<file path="src/rtl/multicycle_controller_if.sv">
// Handshake/control bundle between the multi-cycle controller and the shared datapath.
// The controller takes the master modport; the datapath (or a bench) takes the slave modport.
interface multicycle_controller_if #(
    parameter int COUNT_W = 16
);
    logic               start;
    logic [31:0]        instr;
    logic               mem_ready;

    logic [2:0]         stage;
    logic [1:0]         alu_op;
    logic [5:0]         alu_funct;
    logic               ALU_Src;
    logic               mem_read;
    logic               mem_write;
    logic               ir_write;
    logic               pc_write;
    logic               branch;
    logic               reg_write;
    logic               mem_to_reg;
    logic               halted;
    logic [COUNT_W-1:0] instr_count;

    modport master (
        input  start, instr, mem_ready,
        output stage, alu_op, alu_funct, ALU_Src, mem_read, mem_write, ir_write,
               pc_write, branch, reg_write, mem_to_reg, halted, instr_count
    );

    modport slave (
        output start, instr, mem_ready,
        input  stage, alu_op, alu_funct, ALU_Src, mem_read, mem_write, ir_write,
               pc_write, branch, reg_write, mem_to_reg, halted, instr_count
    );
endinterface

</file>
<file path="src/rtl/multicycle_controller.sv">
// Multi-cycle MIPS control FSM: sequences fetch/decode/exec/mem/writeback, counts retired
// instructions and parks in HALT. The bound interface must use the same COUNT_W.
module multicycle_controller #(
    parameter int         COUNT_W  = 16,
    parameter logic [5:0] HALT_OPC = 6'b111111
) (
    input  logic                   clock,
    input  logic                   reset_n,
    multicycle_controller_if.master bus
);
    typedef enum logic [2:0] {
        S_FETCH  = 3'd0,
        S_DECODE = 3'd1,
        S_EXEC   = 3'd2,
        S_MEM    = 3'd3,
        S_WB     = 3'd4,
        S_IDLE   = 3'd6,
        S_HALT   = 3'd7
    } state_t;

    localparam logic [5:0] OPC_R    = 6'b000000;
    localparam logic [5:0] OPC_LW   = 6'b100011;
    localparam logic [5:0] OPC_SW   = 6'b101011;
    localparam logic [5:0] OPC_BEQ  = 6'b000100;
    localparam logic [5:0] OPC_ADDI = 6'b001000;

    state_t               r_state;
    logic [5:0]           r_opcode;
    logic [5:0]           r_funct;
    logic [COUNT_W-1:0]   r_count;
    logic [1:0]           r_alu_op;
    logic                 r_alu_src;
    logic                 r_mem_read;
    logic                 r_mem_write;
    logic                 r_branch;
    logic                 r_reg_write;
    logic                 r_mem_to_reg;
    logic                 r_halted;

    state_t               w_state_nxt;
    logic [5:0]           w_opc_nxt;
    logic [5:0]           w_fn_nxt;
    logic                 w_retire;
    logic                 w_supported;
    logic                 w_fetch_done;
    logic                 w_unused;

    // Only the opcode and funct fields steer control; the rest belongs to the datapath.
    assign w_unused     = ^bus.instr[25:6];
    assign w_fetch_done = (r_state == S_FETCH) && bus.mem_ready;
    assign w_supported  = (r_opcode == OPC_R)  || (r_opcode == OPC_LW)  ||
                          (r_opcode == OPC_SW) || (r_opcode == OPC_BEQ) ||
                          (r_opcode == OPC_ADDI);

    always_comb begin
        w_state_nxt = r_state;
        w_opc_nxt   = r_opcode;
        w_fn_nxt    = r_funct;
        w_retire    = 1'b0;
        case (r_state)
            S_IDLE: begin
                if (bus.start) w_state_nxt = S_FETCH;
            end
            S_FETCH: begin
                if (bus.mem_ready) begin
                    w_state_nxt = S_DECODE;
                    w_opc_nxt   = bus.instr[31:26];
                    w_fn_nxt    = bus.instr[5:0];
                end
            end
            S_DECODE: begin
                // HALT wins even if a build maps HALT_OPC onto a supported opcode.
                if (r_opcode == HALT_OPC) begin
                    w_state_nxt = S_HALT;
                end else if (w_supported) begin
                    w_state_nxt = S_EXEC;
                end else begin
                    w_state_nxt = S_FETCH;
                    w_retire    = 1'b1;
                end
            end
            S_EXEC: begin
                if (r_opcode == OPC_BEQ) begin
                    w_state_nxt = S_FETCH;
                    w_retire    = 1'b1;
                end else if ((r_opcode == OPC_LW) || (r_opcode == OPC_SW)) begin
                    w_state_nxt = S_MEM;
                end else begin
                    w_state_nxt = S_WB;
                end
            end
            S_MEM: begin
                if (bus.mem_ready) begin
                    if (r_opcode == OPC_LW) begin
                        w_state_nxt = S_WB;
                    end else begin
                        w_state_nxt = S_FETCH;
                        w_retire    = 1'b1;
                    end
                end
            end
            S_WB: begin
                w_state_nxt = S_FETCH;
                w_retire    = 1'b1;
            end
            S_HALT: begin
                w_state_nxt = S_HALT;
            end
            default: begin
                w_state_nxt = S_IDLE;
            end
        endcase
    end

    // Moore outputs are computed from the next state so they are valid from the first
    // cycle of each state without a combinational decode on the output pins.
    always_ff @(posedge clock or negedge reset_n) begin
        if (!reset_n) begin
            r_state      <= S_IDLE;
            r_opcode     <= 6'd0;
            r_funct      <= 6'd0;
            r_count      <= '0;
            r_alu_op     <= 2'b00;
            r_alu_src    <= 1'b0;
            r_mem_read   <= 1'b0;
            r_mem_write  <= 1'b0;
            r_branch     <= 1'b0;
            r_reg_write  <= 1'b0;
            r_mem_to_reg <= 1'b0;
            r_halted     <= 1'b0;
        end else begin
            r_state  <= w_state_nxt;
            r_opcode <= w_opc_nxt;
            r_funct  <= w_fn_nxt;
            if (w_retire) r_count <= r_count + {{(COUNT_W-1){1'b0}}, 1'b1};

            r_mem_read   <= (w_state_nxt == S_FETCH) ||
                            ((w_state_nxt == S_MEM) && (w_opc_nxt == OPC_LW));
            r_mem_write  <= (w_state_nxt == S_MEM) && (w_opc_nxt == OPC_SW);
            r_branch     <= (w_state_nxt == S_EXEC) && (w_opc_nxt == OPC_BEQ);
            r_reg_write  <= (w_state_nxt == S_WB);
            r_mem_to_reg <= (w_state_nxt == S_WB) && (w_opc_nxt == OPC_LW);
            r_alu_src    <= (w_state_nxt == S_EXEC) &&
                            ((w_opc_nxt == OPC_LW) || (w_opc_nxt == OPC_SW) ||
                             (w_opc_nxt == OPC_ADDI));
            if (w_state_nxt == S_EXEC) begin
                if (w_opc_nxt == OPC_R)        r_alu_op <= 2'b10;
                else if (w_opc_nxt == OPC_BEQ) r_alu_op <= 2'b01;
                else                           r_alu_op <= 2'b00;
            end else begin
                r_alu_op <= 2'b00;
            end
            r_halted <= r_halted | (w_state_nxt == S_HALT);
        end
    end

    assign bus.stage       = r_state;
    assign bus.alu_op      = r_alu_op;
    assign bus.alu_funct   = r_funct;
    assign bus.ALU_Src     = r_alu_src;
    assign bus.mem_read    = r_mem_read;
    assign bus.mem_write   = r_mem_write;
    assign bus.branch      = r_branch;
    assign bus.reg_write   = r_reg_write;
    assign bus.mem_to_reg  = r_mem_to_reg;
    assign bus.halted      = r_halted;
    assign bus.instr_count = r_count;
    // IR/PC load is the one Mealy path: it completes in the same cycle memory answers.
    assign bus.ir_write    = w_fetch_done;
    assign bus.pc_write    = w_fetch_done;
endmodule

</file>
<file path="src/flat_wrapper.sv">
// flat-port wrapper written by rule: the top's interface ports become plain ports
module multicycle_controller_flat 
#(
    parameter int         COUNT_W  = 16,
    parameter logic [5:0] HALT_OPC = 6'b111111
)
  (clock, reset_n, bus_start, bus_instr, bus_mem_ready, bus_stage, bus_alu_op, bus_alu_funct, bus_ALU_Src, bus_mem_read, bus_mem_write, bus_ir_write, bus_pc_write, bus_branch, bus_reg_write, bus_mem_to_reg, bus_halted, bus_instr_count);
  multicycle_controller_if #(.COUNT_W(COUNT_W)) bus_i ();
  input  logic clock;
  input  logic reset_n;
  input wire logic [$bits(bus_i.start)-1:0] bus_start;
  input wire logic [$bits(bus_i.instr)-1:0] bus_instr;
  input wire logic [$bits(bus_i.mem_ready)-1:0] bus_mem_ready;
  output wire logic [$bits(bus_i.stage)-1:0] bus_stage;
  output wire logic [$bits(bus_i.alu_op)-1:0] bus_alu_op;
  output wire logic [$bits(bus_i.alu_funct)-1:0] bus_alu_funct;
  output wire logic [$bits(bus_i.ALU_Src)-1:0] bus_ALU_Src;
  output wire logic [$bits(bus_i.mem_read)-1:0] bus_mem_read;
  output wire logic [$bits(bus_i.mem_write)-1:0] bus_mem_write;
  output wire logic [$bits(bus_i.ir_write)-1:0] bus_ir_write;
  output wire logic [$bits(bus_i.pc_write)-1:0] bus_pc_write;
  output wire logic [$bits(bus_i.branch)-1:0] bus_branch;
  output wire logic [$bits(bus_i.reg_write)-1:0] bus_reg_write;
  output wire logic [$bits(bus_i.mem_to_reg)-1:0] bus_mem_to_reg;
  output wire logic [$bits(bus_i.halted)-1:0] bus_halted;
  output wire logic [$bits(bus_i.instr_count)-1:0] bus_instr_count;
  assign bus_i.start = bus_start;
  assign bus_i.instr = bus_instr;
  assign bus_i.mem_ready = bus_mem_ready;
  assign bus_stage = bus_i.stage;
  assign bus_alu_op = bus_i.alu_op;
  assign bus_alu_funct = bus_i.alu_funct;
  assign bus_ALU_Src = bus_i.ALU_Src;
  assign bus_mem_read = bus_i.mem_read;
  assign bus_mem_write = bus_i.mem_write;
  assign bus_ir_write = bus_i.ir_write;
  assign bus_pc_write = bus_i.pc_write;
  assign bus_branch = bus_i.branch;
  assign bus_reg_write = bus_i.reg_write;
  assign bus_mem_to_reg = bus_i.mem_to_reg;
  assign bus_halted = bus_i.halted;
  assign bus_instr_count = bus_i.instr_count;
  multicycle_controller #(.COUNT_W(COUNT_W), .HALT_OPC(HALT_OPC)) u_core (.clock(clock), .reset_n(reset_n), .bus(bus_i));
endmodule
</file>
<file path="config.mk">
export PLATFORM = sky130hd
export DESIGN_NAME = multicycle_controller_flat
export DESIGN_NICKNAME = d
export VERILOG_FILES = /design/src/rtl/multicycle_controller_if.sv /design/src/rtl/multicycle_controller.sv /design/src/flat_wrapper.sv
export SDC_FILE = /design/constraint.sdc
export NUM_CORES = 1
export LEC_CHECK = 0
export CORE_MARGIN = 3
export CORE_UTILIZATION = 41
export CTS_BUF_LIST = sky130_fd_sc_hd__clkbuf_16
export CTS_CLUSTER_DIAMETER = 40
export DETAILED_ROUTE_END_ITERATION = 8
export PLACE_DENSITY = 0.74
export SLEW_MARGIN = 10
export SYNTH_ARGS = -nofsm -noshare
export SYNTH_HDL_FRONTEND = slang
export SYNTH_SLANG_ARGS = --single-unit
</file>
<file path="constraint.sdc">
create_clock -name clock -period 1.9 [get_ports clock]
set_input_delay 0.38 -clock clock [delete_from_list [all_inputs] [get_ports clock]]
set_output_delay 0.38 -clock clock [all_outputs]
set_load 0.01 [all_outputs]
</file>
Word level (Yosys, flattened, before mapping)
Cells that the tools add are included.
{"block": "totals", "latchBits": 0, "in_bits": 36, "reg_bits": 40, "ram_bits": 0, "romBits": 0, "n_memories": 0, "out_inout_bits": 36, "wordCells": 72}
{"block": "classes", "div": 0, "shifts": 0, "mul": 0, "reduce_logical": 19, "magnitude_cmp": 0, "n_eq_ne": 19, "addsub": 1, "bitwise_logic": 1, "muxes": 20}
{"cell": "$eq 6x6->1 const B", "n": 5}
{"cell": "$mux 3", "n": 7}
{"cell": "$pmux 3 s7", "n": 1}
{"cell": "$add 16x1->16 const B", "n": 1}
{"cell": "$eq 3x3->1 const B", "n": 5}
{"cell": "$eq 3x2->1 const B", "n": 4}
{"cell": "$eq 6x3->1 const B", "n": 2}
{"cell": "$eq 6x4->1 const B", "n": 2}
{"cell": "$logic_not 6->1", "n": 2}
{"cell": "$mux 6", "n": 2}
{"cell": "$logic_or 1x1->1", "n": 8}
{"cell": "$logic_and 1x1->1", "n": 6}
{"cell": "$logic_not 3->1", "n": 2}
{"cell": "$mux 1", "n": 6}
{"cell": "$mux 2", "n": 3}
{"cell": "$pmux 1 s4", "n": 1}
{"cell": "$eq 3x1->1 const B", "n": 1}
{"cell": "$reduce_and 2->1", "n": 1}
{"cell": "$or 1x1->1", "n": 1}

Logic depth before layout (Yosys ltp)
Gate-level depths: netlist (run 1).
{"block": "depth", "word_depth": 11, "mapped_depth": 7, "depth_no_buf": 5}

Least setup slack after synthesis (run 1)
No wires, ideal clock.
{"block": "synth_timing", "path_type": "register to register", "from": "reg u_core.r_state[1] (netlist: u_core.bus.stage[1])", "to": "reg u_core.r_alu_src (netlist: u_core.bus.ALU_Src)", "slack_ns": -0.054, "synth_period_minus_slack_ns": 1.954, "path_buffers": 1, "path_stages_with_launch": 7, "required_time_ns": 1.754, "setup_ns": 0.146, "arrival_ns": 1.809, "cell_sequence": "dfstp_2 -> buf_4 -> or3b_1 -> a211oi_1 -> a2bb2oi_2 -> nand3b_1 -> nor4_1"}
{"block": "synth_between", "word_cells_on_any_way": 19, "cone_classes": "10 x eq/ne; 5 x mux; 4 x reduce/logical"}
{"item": "from (decl)", "line": "multicycle_controller.sv:27", "source": "state_t r_state;"}
{"item": "from (signal assigned)", "line": "multicycle_controller.sv:132", "source": "r_state <= w_state_nxt;"}
{"item": "$eq 3x3->1 (tied with other cells)", "line": "multicycle_controller.sv:60", "source": "case (r_state)"}
{"item": "$pmux 3 s7 (*)", "line": "multicycle_controller.sv:60"}
{"item": "named net u_core.w_state_nxt[0]", "line": "multicycle_controller.sv:40", "source": "state_t w_state_nxt;"}
{"item": "$eq 3x2->1 (*)", "line": "multicycle_controller.sv:143", "source": "r_alu_src <= (w_state_nxt == S_EXEC) &&"}
{"item": "$logic_and 1x1->1 (*)", "line": "multicycle_controller.sv:143"}
{"item": "to (signal assigned)", "line": "multicycle_controller.sv:143"}
{"item": "to (decl)", "line": "multicycle_controller.sv:32", "source": "logic r_alu_src;"}
The timed path passes the listed nets; every way through them passes the cells marked *.
A chain may end at the register's enable or synchronous reset.

Worst setup path after layout (run 1)
{"block": "layout_timing", "from": "reg u_core.r_state[1] (netlist: u_core.bus.stage[1])", "to": "reg u_core.r_mem_read (netlist: u_core.bus.mem_read)"}
{"block": "layout_between", "elab_chain_cells": 5, "word_cells_on_any_way": 17, "cone_classes": "8 x eq/ne; 5 x mux; 4 x reduce/logical"}
{"item": "$eq 3x3->1 (tied with other cells)", "line": "multicycle_controller.sv:60"}
{"item": "$pmux 3 s7 (*)", "line": "multicycle_controller.sv:60"}
{"item": "named net u_core.w_state_nxt[0]", "line": "multicycle_controller.sv:40"}
{"item": "$eq 3x2->1", "line": "multicycle_controller.sv:138", "source": "((w_state_nxt == S_MEM) && (w_opc_nxt == OPC_LW));"}
{"item": "$logic_and 1x1->1", "line": "multicycle_controller.sv:138"}
{"item": "$logic_or 1x1->1 (*)", "line": "multicycle_controller.sv:137", "source": "r_mem_read <= (w_state_nxt == S_FETCH) ||"}
{"item": "to (signal assigned)", "line": "multicycle_controller.sv:137"}
{"item": "to (decl)", "line": "multicycle_controller.sv:33", "source": "logic r_mem_read;"}
Marks and branches as above.

==> impl_results.html, run 1 <==
<table>
<tr><th>Metric</th><th>Value</th></tr>
<tr><th colspan="2">Run status</th></tr>
<tr><td>Outcome</td><td>finished with violations</td></tr>
<tr><td>Violations in the final reports</td><td>negative setup slack</td></tr>
<tr><th colspan="2">Synthesis</th></tr>
<tr><td>Portion of the post-synthesis area used by sequential elements</td><td>~48%</td></tr>
<tr><td>Register bit total from synthesis</td><td>40</td></tr>
<tr><td>Cell area after synthesis</td><td>between 0.002 and 0.0025 sq mm</td></tr>
<tr><td>Yosys warnings</td><td>0</td></tr>
<tr><td>Post-synth EDFFs</td><td>0</td></tr>
<tr><td>Synth Instances</td><td>about 180</td></tr>
<tr><td>Cell variety after synth</td><td>53</td></tr>
<tr><td>Mean instance size in the synthesized netlist</td><td>between 10 and 15 sq um</td></tr>
<tr><td>Share of async-settable or async-resettable flops after synthesis</td><td>100%</td></tr>
<tr><td>Primary FF master, synth</td><td>sky130_fd_sc_hd__dfrtp_1</td></tr>
<tr><td>Synthesized net count</td><td>221</td></tr>
<tr><th colspan="2">Placement</th></tr>
<tr><td>Number of buffers added on ports</td><td>just over 50</td></tr>
<tr><td>Placer Congestion</td><td>0.893</td></tr>
<tr><td>Pre-CTS setup slack</td><td>-334 ps</td></tr>
<tr><td>Number of cells in the design after placement</td><td>328</td></tr>
<tr><td>HPWL after detailed placement</td><td>between 3 and 4 mm</td></tr>
<tr><td>Total placed instance area</td><td>about 0.0029 sq mm</td></tr>
<tr><th colspan="2">Run</th></tr>
<tr><td>MaxCap Viol Count</td><td>0</td></tr>
<tr><th colspan="2">Global route</th></tr>
<tr><td>Global-route congestion overflow total</td><td>0</td></tr>
<tr><td>Number of global-route vias before repair</td><td>~1800</td></tr>
<tr><td>Maximum number of pins on one net before global-route repair</td><td>41</td></tr>
<tr><td>Global-route wire length before repair</td><td>between 8 and 9 mm</td></tr>
<tr><td>Global Route Usage Sum</td><td>a little under a fifth</td></tr>
<tr><td>Initial antenna violation count</td><td>0</td></tr>
<tr><th colspan="2">Route</th></tr>
<tr><td>DRC violations left</td><td>0</td></tr>
<tr><td>DR iter-0 viols</td><td>roughly 120</td></tr>
<tr><td>Antenna-violating nets left</td><td>0</td></tr>
<tr><td>Average detailed-routed wire length per instance</td><td>about 16 microns</td></tr>
<tr><td>Via density</td><td>around 5.4</td></tr>
<tr><td>Detailed-router iteration count before antenna repair</td><td>4</td></tr>
<tr><td>Via count</td><td>1878</td></tr>
<tr><td>Detailed Route WL</td><td>between 5 and 6 mm</td></tr>
<tr><th colspan="2">STA</th></tr>
<tr><td>RSZ-0062 raised after global routing</td><td>true</td></tr>
<tr><td>Post-route setup slack</td><td>-67.3 ps</td></tr>
<tr><td>Top achievable clock speed</td><td>between 500 and 600 MHz</td></tr>
<tr><td>Post-route fraction of the period consumed by the critical path</td><td>104%</td></tr>
<tr><td>Endpoints failing setup</td><td>8</td></tr>
<tr><td>Hold violation total from the final report</td><td>0</td></tr>
<tr><td>Total Neg Setup Slack</td><td>-368 ps</td></tr>
<tr><td>Final Critical Period</td><td>a little under 2000 ps</td></tr>
<tr><td>Slew Limit Fails</td><td>0</td></tr>
<tr><td>Worst rel slew slack</td><td>67.0%</td></tr>
<tr><td>Maximum clock skew at final layout</td><td>5.40 ps</td></tr>
<tr><td>Worst-margin pin slew</td><td>between 400 and 500 ps</td></tr>
<tr><th colspan="2">Power and ir drop</th></tr>
<tr><td>Worst VDD drop</td><td>496 uV</td></tr>
<tr><td>Leakage component of the power</td><td>roughly 1.3 nW</td></tr>
<tr><td>Power per Cell Area</td><td>between 500 and 600 mW/mm^2</td></tr>
<tr><td>Overall power consumption</td><td>~1.9 mW</td></tr>
<tr><th colspan="2">CTS</th></tr>
<tr><td>Clock insertion delay at the later pin of the skew report</td><td>~280 ps</td></tr>
<tr><td>Maximum root-to-sink buffer count</td><td>2</td></tr>
<tr><td>Number of H-tree levels</td><td>2</td></tr>
<tr><td>CTS buffer count</td><td>5</td></tr>
<tr><td>CTS clock-pin slew for the worst setup and hold paths</td><td>~60 ps</td></tr>
<tr><td>Clock tree from TritonCTS</td><td>yes</td></tr>
<tr><td>Clock Sink Count</td><td>40</td></tr>
<tr><td>Number of hold-repair buffers added at the cts stage</td><td>0</td></tr>
<tr><td>Clk Tree Root Cell</td><td>sky130_fd_sc_hd__clkbuf_16</td></tr>
<tr><th colspan="2">Worst setup path</th></tr>
<tr><td>Buffering stage count on the worst path with inverters included</td><td>1</td></tr>
<tr><td>Critical R2R Capture</td><td>u_core.bus.mem_read</td></tr>
<tr><td>Highest cell delay on the worst timing path</td><td>640 ps</td></tr>
<tr><td>Critical path fanouts, max</td><td>7</td></tr>
<tr><td>Startpoint Class</td><td>register</td></tr>
<tr><td>Critical setup path kind</td><td>register to register</td></tr>
<tr><td>Reg-to-reg slack, setup</td><td>-70 ps</td></tr>
<tr><td>Kind of cell adding the most delay to the critical path</td><td>flip-flops</td></tr>
<tr><td>Setup crit start</td><td>u_core.bus.stage[1]</td></tr>
<tr><td>Element type at the critical path end</td><td>register</td></tr>
<tr><td>Worst Reg-to-Reg Cells</td><td>6</td></tr>
<tr><td>Crit path DAT</td><td>2170 ps</td></tr>
<tr><td>Slowest CP cell</td><td>sky130_fd_sc_hd__dfstp_2</td></tr>
<tr><td>CP Cell Sequence</td><td>or3b_1 &gt; a211oi_2 &gt; a2bb2oi_2 &gt; buf_4 &gt; nand4bb_1 &gt; o22ai_1</td></tr>
<tr><td>Critical R2R Launch</td><td>u_core.bus.stage[1]</td></tr>
<tr><td>CP Data Required Time</td><td>~2100 ps</td></tr>
<tr><th colspan="2">Finish</th></tr>
<tr><td>Storage cell area</td><td>about 0.001 sq mm</td></tr>
<tr><td>Most common cell after layout, fill and taps aside</td><td>sky130_fd_sc_hd__clkdlybuf4s50_1</td></tr>
<tr><td>Number of flip-flops in the largest register</td><td>16</td></tr>
<tr><td>Fraction of final layout cells with drive strength greater than 1</td><td>a little under two fifths</td></tr>
<tr><td>Syn-to-layout area delta</td><td>55.2%</td></tr>
<tr><td>Total area of multi-input combinational cells</td><td>0.00117 sq mm</td></tr>
<tr><td>Post-Layout Inst Area</td><td>0.00326 sq mm</td></tr>
<tr><td>Layout fillers</td><td>380</td></tr>
<tr><td>Count of inserted antenna diode cells</td><td>0</td></tr>
<tr><td>Cell Count, Final, Fillers Out</td><td>346</td></tr>
<tr><td>Final nets</td><td>roughly 320</td></tr>
<tr><td>Most used cells in the layout excluding fill and tap cells</td><td>sky130_fd_sc_hd__clkdlybuf4s50_1, sky130_fd_sc_hd__buf_4, sky130_fd_sc_hd__dfrtp_1, sky130_fd_sc_hd__xor2_1, sky130_fd_sc_hd__nand3_1</td></tr>
<tr><th colspan="2">Floorplanning</th></tr>
<tr><td>I/O pins</td><td>72</td></tr>
<tr><td>Site Rows</td><td>25</td></tr>
<tr><td>Effective utilization at floorplan</td><td>a little over two fifths</td></tr>
<tr><td>Die area</td><td>0.00602 sq mm</td></tr>
<tr><td>Height of the chip</td><td>between 70 and 80 microns</td></tr>
<tr><td>Chip width</td><td>between 70 and 80 microns</td></tr>
<tr><td>Area of the placeable core</td><td>0.00485 sq mm</td></tr>
<tr><th colspan="2">Hold path</th></tr>
<tr><td>Hold crit path type</td><td>input pin to asynchronous set/reset pin</td></tr>
</table>
-- kinds of logic after synthesis --
family,synth area share (%)
mux,7.86
simple gates,19.7
fa+ha+maj,0.595
buf+inv,3.39
flops,47.8
compound gates,14.5
xor+xnor,6.25
-- per-stage QoR --
| step | hold WS, ps | utilization, % |
|---|---|---|
| floorplan | 84.4 | - |
| global placement | 441 | 59.6 |
| detailed placement | 450 | 59.6 |
| CTS | 173 | 65.4 |
| global route | 207 | 67.3 |
| finish | 152 | 67.3 |
-- worst max-delay path by stage --
| stage | slack (ps) | cells after the start | endpoint |
|---|---|---|---|
| 2_1_floorplan | 9 | 6 | u_core.bus.ALU_Src |
| 3_3_place_gp | -300 | 4 | bus_pc_write |
| 3_5_place_dp | -330 | 7 | u_core.bus.instr_count[13] |
| 4_1_cts | -90 | 7 | u_core.bus.instr_count[11] |
| 5_1_grt | -140 | 6 | u_core.bus.mem_read |
| 6_report | -70 | 6 | u_core.bus.mem_read |
-- cells in the mapped netlist (all sizes together), types with 4 or more instances --
| cell | number | share of area (%) |
|---|---|---|
| dfrtp | 38 | 45 |
| xor2 | 14 | 5.8 |
| nand3 | 13 | 3.3 |
| mux2 | 12 | 6.4 |
| nand2 | 11 | 2.2 |
| a21oi | 9 | 2.1 |
| buf | 8 | 2.9 |
| nand4 | 8 | 2.4 |
| nor2 | 8 | 1.4 |
| nor3 | 8 | 2.4 |
| a211oi | 7 | 3.3 |
| o21ai | 4 | 1.5 |
-- final cells by class --
| cell class | instances | share of cell area, % |
|---|---|---|
| Tap cell | 67 | 2.57 |
| Inverter | 3 | 0.345 |
| Sequential cell | 40 | 30.8 |
| Clock buffer | 5 | 3.84 |
| Multi-Input combinational cell | 133 | 35.9 |
| Timing Repair Buffer | 95 | 26.1 |
| Clock inverter | 3 | 0.499 |
-- power breakdown --
part / leakage, nW / internal [mW] / total (mW) / switching [mW]
sequential: 0.461 / 0.865 / 0.875 / 0.00927
combinational: 0.751 / 0.0932 / 0.172 / 0.0791
clock: 0.0710 / 0.479 / 0.811 / 0.332
total: 1.28 / 1.44 / 1.86 / 0.420
-- repair_timing --
item | CTS | global route
setup buffers | 9 | 2
cloned | 0 | 0
setup endpoints to repair | 18 | 22
pin swaps | 5 | 2
gates resized for setup | 29 | 14
-- per-layer routing --
metal	GRT usage (%)	vias up	part of all wire (%)
met4	4.98	0	1.3
met2	30.1	86	49
met3	6.50	8	8.3
met5	0	-	0
met1	22.8	909	42
li1	-	875	-
(Power assumes the default switching activity.)
==> run 2: changes to the inputs <==
- CORE_UTILIZATION: 41 -> 42
- CTS_BUF_LIST: sky130_fd_sc_hd__clkbuf_16 -> sky130_fd_sc_hd__clkbuf_4 sky130_fd_sc_hd__clkbuf_8
- PLACE_DENSITY: 0.74 -> 0.76
==> run 2 against run 1 <==
Compared with the run above:
- total power is 3.5% lower
- the flow still finishes with violations (negative setup slack)
- register-to-register slack hardly changed
- clock-buffer cell count is 1 higher
==> impl_results.html, run 2 (synthesis gave the netlist of run 1 again) <==
<table>
<tr><th>Metric</th><th>Value</th></tr>
<tr><th colspan="2">Run status</th></tr>
<tr><td>Outcome</td><td>finished with violations</td></tr>
<tr><td>Violations in the final reports</td><td>negative setup slack</td></tr>
<tr><th colspan="2">Worst setup path</th></tr>
<tr><td>Crit path DAT</td><td>2160 ps (about the same)</td></tr>
<tr><td>Startpoint Class</td><td>register</td></tr>
<tr><td>Kind of cell adding the most delay to the critical path</td><td>simple AND/OR/NAND/NOR gates</td></tr>
<tr><td>Critical path fanouts, max</td><td>5 (-2)</td></tr>
<tr><td>Critical setup path kind</td><td>register to register</td></tr>
<tr><td>Highest cell delay on the worst timing path</td><td>610 ps (-30 ps)</td></tr>
<tr><td>Slowest CP cell</td><td>sky130_fd_sc_hd__dfstp_2</td></tr>
<tr><td>CP Data Required Time</td><td>2080 ps (-20 ps)</td></tr>
<tr><td>Buffering stage count on the worst path with inverters included</td><td>1 (unchanged)</td></tr>
<tr><td>Element type at the critical path end</td><td>register</td></tr>
<tr><td>CP Cell Sequence</td><td>or3b_4 &gt; a211oi_4 &gt; a2bb2oi_2 &gt; nand3b_1 &gt; buf_4 &gt; nor3_2</td></tr>
<tr><th colspan="2">Floorplanning</th></tr>
<tr><td>Height of the chip</td><td>76.7 microns (-1.1%)</td></tr>
<tr><td>Area of the placeable core</td><td>0.00479 sq mm (-1.3%)</td></tr>
<tr><td>Effective utilization at floorplan</td><td>43.9% (+0.57 points)</td></tr>
<tr><td>I/O pins</td><td>72 (unchanged)</td></tr>
<tr><td>Site Rows</td><td>25 (unchanged)</td></tr>
<tr><td>Chip width</td><td>76.7 microns (-1.1%)</td></tr>
<tr><td>Die area</td><td>0.00589 sq mm (-2.2%)</td></tr>
<tr><th colspan="2">CTS</th></tr>
<tr><td>Clock tree from TritonCTS</td><td>yes</td></tr>
<tr><td>CTS buffer count</td><td>5 (unchanged)</td></tr>
<tr><td>Number of H-tree levels</td><td>2 (unchanged)</td></tr>
<tr><td>CTS clock-pin slew for the worst setup and hold paths</td><td>80 ps (+20 ps)</td></tr>
<tr><td>Clk Tree Root Cell</td><td>sky130_fd_sc_hd__clkbuf_8</td></tr>
<tr><td>Clock insertion delay at the later pin of the skew report</td><td>300 ps (+20 ps)</td></tr>
<tr><td>Number of hold-repair buffers added at the cts stage</td><td>0 (unchanged)</td></tr>
<tr><td>Maximum root-to-sink buffer count</td><td>2 (unchanged)</td></tr>
<tr><td>Clock Sink Count</td><td>40 (unchanged)</td></tr>
<tr><th colspan="2">STA</th></tr>
<tr><td>Worst rel slew slack</td><td>67.2% (+0.23 points)</td></tr>
<tr><td>Post-route fraction of the period consumed by the critical path</td><td>104% (+0.70 points)</td></tr>
<tr><td>Maximum clock skew at final layout</td><td>7.58 ps (+2.17 ps)</td></tr>
<tr><td>Minimum hold slack</td><td>120 ps (-32.1 ps)</td></tr>
<tr><td>Post-route setup slack</td><td>-80.5 ps (-13.2 ps)</td></tr>
<tr><td>Slew Limit Fails</td><td>0 (unchanged)</td></tr>
<tr><td>Final Critical Period</td><td>1980 ps (+13.2 ps)</td></tr>
<tr><td>RSZ-0062 raised after global routing</td><td>true</td></tr>
<tr><td>Worst-margin pin slew</td><td>492 ps (-3.45 ps)</td></tr>
<tr><td>Endpoints failing setup</td><td>8 (unchanged)</td></tr>
<tr><td>Top achievable clock speed</td><td>505 MHz (-0.67%)</td></tr>
<tr><td>Hold violation total from the final report</td><td>0 (unchanged)</td></tr>
<tr><td>Total Neg Setup Slack</td><td>-387 ps (-18.5 ps)</td></tr>
<tr><th colspan="2">Run</th></tr>
<tr><td>MaxCap Viol Count</td><td>0 (unchanged)</td></tr>
<tr><th colspan="2">Power and ir drop</th></tr>
<tr><td>Power per Cell Area</td><td>546 mW/mm^2 (-4.1%)</td></tr>
<tr><td>Worst VDD drop</td><td>597 uV (+20%)</td></tr>
<tr><td>Leakage component of the power</td><td>1.25 nW (-2.9%)</td></tr>
<tr><td>Overall power consumption</td><td>1.79 mW (-3.5%)</td></tr>
<tr><th colspan="2">Global route</th></tr>
<tr><td>Global Route Usage Sum</td><td>18.7% (+0.34 points)</td></tr>
<tr><td>Global Route met3 Usage</td><td>5.99% (-0.51 points)</td></tr>
<tr><td>Maximum number of pins on one net before global-route repair</td><td>41 (unchanged)</td></tr>
<tr><td>Met2 capacity usage during global routing</td><td>28.7% (-1.3 points)</td></tr>
<tr><td>Number of global-route vias before repair</td><td>1839 (-0.54%)</td></tr>
<tr><td>Met1 layer usage reported by global route</td><td>24.7% (+1.9 points)</td></tr>
<tr><td>Initial antenna violation count</td><td>0 (unchanged)</td></tr>
<tr><td>Global-route wire length before repair</td><td>8.67 mm (-1.9%)</td></tr>
<tr><td>Global-route layer with the greatest usage</td><td>met2</td></tr>
<tr><td>Global-route congestion overflow total</td><td>0 (unchanged)</td></tr>
<tr><th colspan="2">Route</th></tr>
<tr><td>Detailed Route WL</td><td>5.38 mm (-4.3%)</td></tr>
<tr><td>Via count</td><td>1809 (-3.7%)</td></tr>
<tr><td>Average detailed-routed wire length per instance</td><td>15.7 microns (-3.4%)</td></tr>
<tr><td>Antenna-violating nets left</td><td>0 (unchanged)</td></tr>
<tr><td>DR iter-0 viols</td><td>125 (+8.7%)</td></tr>
<tr><td>Detailed-router iteration count before antenna repair</td><td>5 (+1)</td></tr>
<tr><td>DRC violations left</td><td>0 (unchanged)</td></tr>
<tr><td>Via density</td><td>5.27 (-2.8%)</td></tr>
<tr><th colspan="2">Placement</th></tr>
<tr><td>Number of buffers added on ports</td><td>51 (unchanged)</td></tr>
<tr><td>HPWL after detailed placement</td><td>3.73 mm (-0.52%)</td></tr>
<tr><td>Placer Congestion</td><td>0.848 (-5.0%)</td></tr>
<tr><td>Number of cells in the design after placement</td><td>328 (unchanged)</td></tr>
<tr><td>Total placed instance area</td><td>0.00292 sq mm (+0.87%)</td></tr>
<tr><td>Pre-CTS setup slack</td><td>-337 ps (-2.28 ps)</td></tr>
<tr><th colspan="2">Finish</th></tr>
<tr><td>Fraction of final layout cells with drive strength greater than 1</td><td>37.0% (+0.039 points)</td></tr>
<tr><td>Layout fillers</td><td>354 (-6.8%)</td></tr>
<tr><td>Most used cells in the layout excluding fill and tap cells</td><td>sky130_fd_sc_hd__clkdlybuf4s50_1, sky130_fd_sc_hd__dfrtp_1, sky130_fd_sc_hd__buf_4, sky130_fd_sc_hd__xor2_1, sky130_fd_sc_hd__nand3_1</td></tr>
<tr><td>Number of flip-flops in the largest register</td><td>16 (unchanged)</td></tr>
<tr><td>Cell Count, Final, Fillers Out</td><td>343 (-0.87%)</td></tr>
<tr><td>Syn-to-layout area delta</td><td>56.3%</td></tr>
<tr><td>Count of inserted antenna diode cells</td><td>0 (unchanged)</td></tr>
<tr><td>Post-Layout Inst Area</td><td>0.00328 sq mm (+0.69%)</td></tr>
<tr><td>Most common cell after layout, fill and taps aside</td><td>sky130_fd_sc_hd__clkdlybuf4s50_1</td></tr>
<tr><td>Final core utilization</td><td>68.6% (+1.3 points)</td></tr>
<tr><td>Final nets</td><td>312 (-0.95%)</td></tr>
<tr><th colspan="2">Hold path</th></tr>
<tr><td>Hold crit path type</td><td>input pin to asynchronous set/reset pin</td></tr>
</table>
==> run 2: final timing paths <==
path,startpoint,endpoint,slack [ps],cells past startpoint
max,u_core.bus.stage[1],u_core.bus.branch,-80,6
min in group clock,u_core.bus.instr_count[15],u_core.bus.instr_count[15],470,1
min,reset_n,u_core.bus.reg_write,120,2
min reg2reg,u_core.bus.instr_count[15],u_core.bus.instr_count[15],470,1
max reg2reg,u_core.bus.stage[1],u_core.bus.branch,-80,6
max in group asynchronous,reset_n,u_core.bus.stage[0],1420,2
==> run 2: worst register-to-register path: stages, from the launching register on <==
cell and delay (ps):
sky130_fd_sc_hd__dfstp_2 610, sky130_fd_sc_hd__or3b_4 400, sky130_fd_sc_hd__a211oi_4 220, sky130_fd_sc_hd__a2bb2oi_2 190
sky130_fd_sc_hd__nand3b_1 240, sky130_fd_sc_hd__buf_4 160, sky130_fd_sc_hd__nor3_2 30
==> run 2: what timing repair did <==
action / in CTS / in global routing
buffers inserted: 2 / 5
cloned: 0 / 0
gates resized for setup: 27 / 25
setup endpoints to repair: 14 / 22
pin swaps: 0 / 8
==> run 2: layout make-up <==
cell class,instances,area (sq um),share of cell area [%]
clock inverters,2,38.8,1.18
repair buffers,92,856,26.1
clock buffers,6,82.6,2.52
inverters,3,11.3,0.343
well taps,67,83.8,2.55
flip-flops and latches,40,1000,30.6
multi-input cells,133,1210,36.7
==> run 2: layer usage <==
layer,share of wire (%),vias to the layer above
met5,0,-
met4,1.1,0
met3,6.1,6
met2,46,53
met1,46,882
li1,-,868
==> run 2: where the power goes <==
| group | switching (mW) | internal, mW |
|---|---|---|
| Clock | 0.318 | 0.430 |
| Combinational | 0.0808 | 0.0929 |
| Sequential | 0.00852 | 0.864 |
==> run 3: changes to the inputs <==
- ABC_CLOCK_PERIOD_IN_PS: default -> 1900
==> results of run 3 <==
No change in the layout: final DEF, timing and power equal those of run 2.
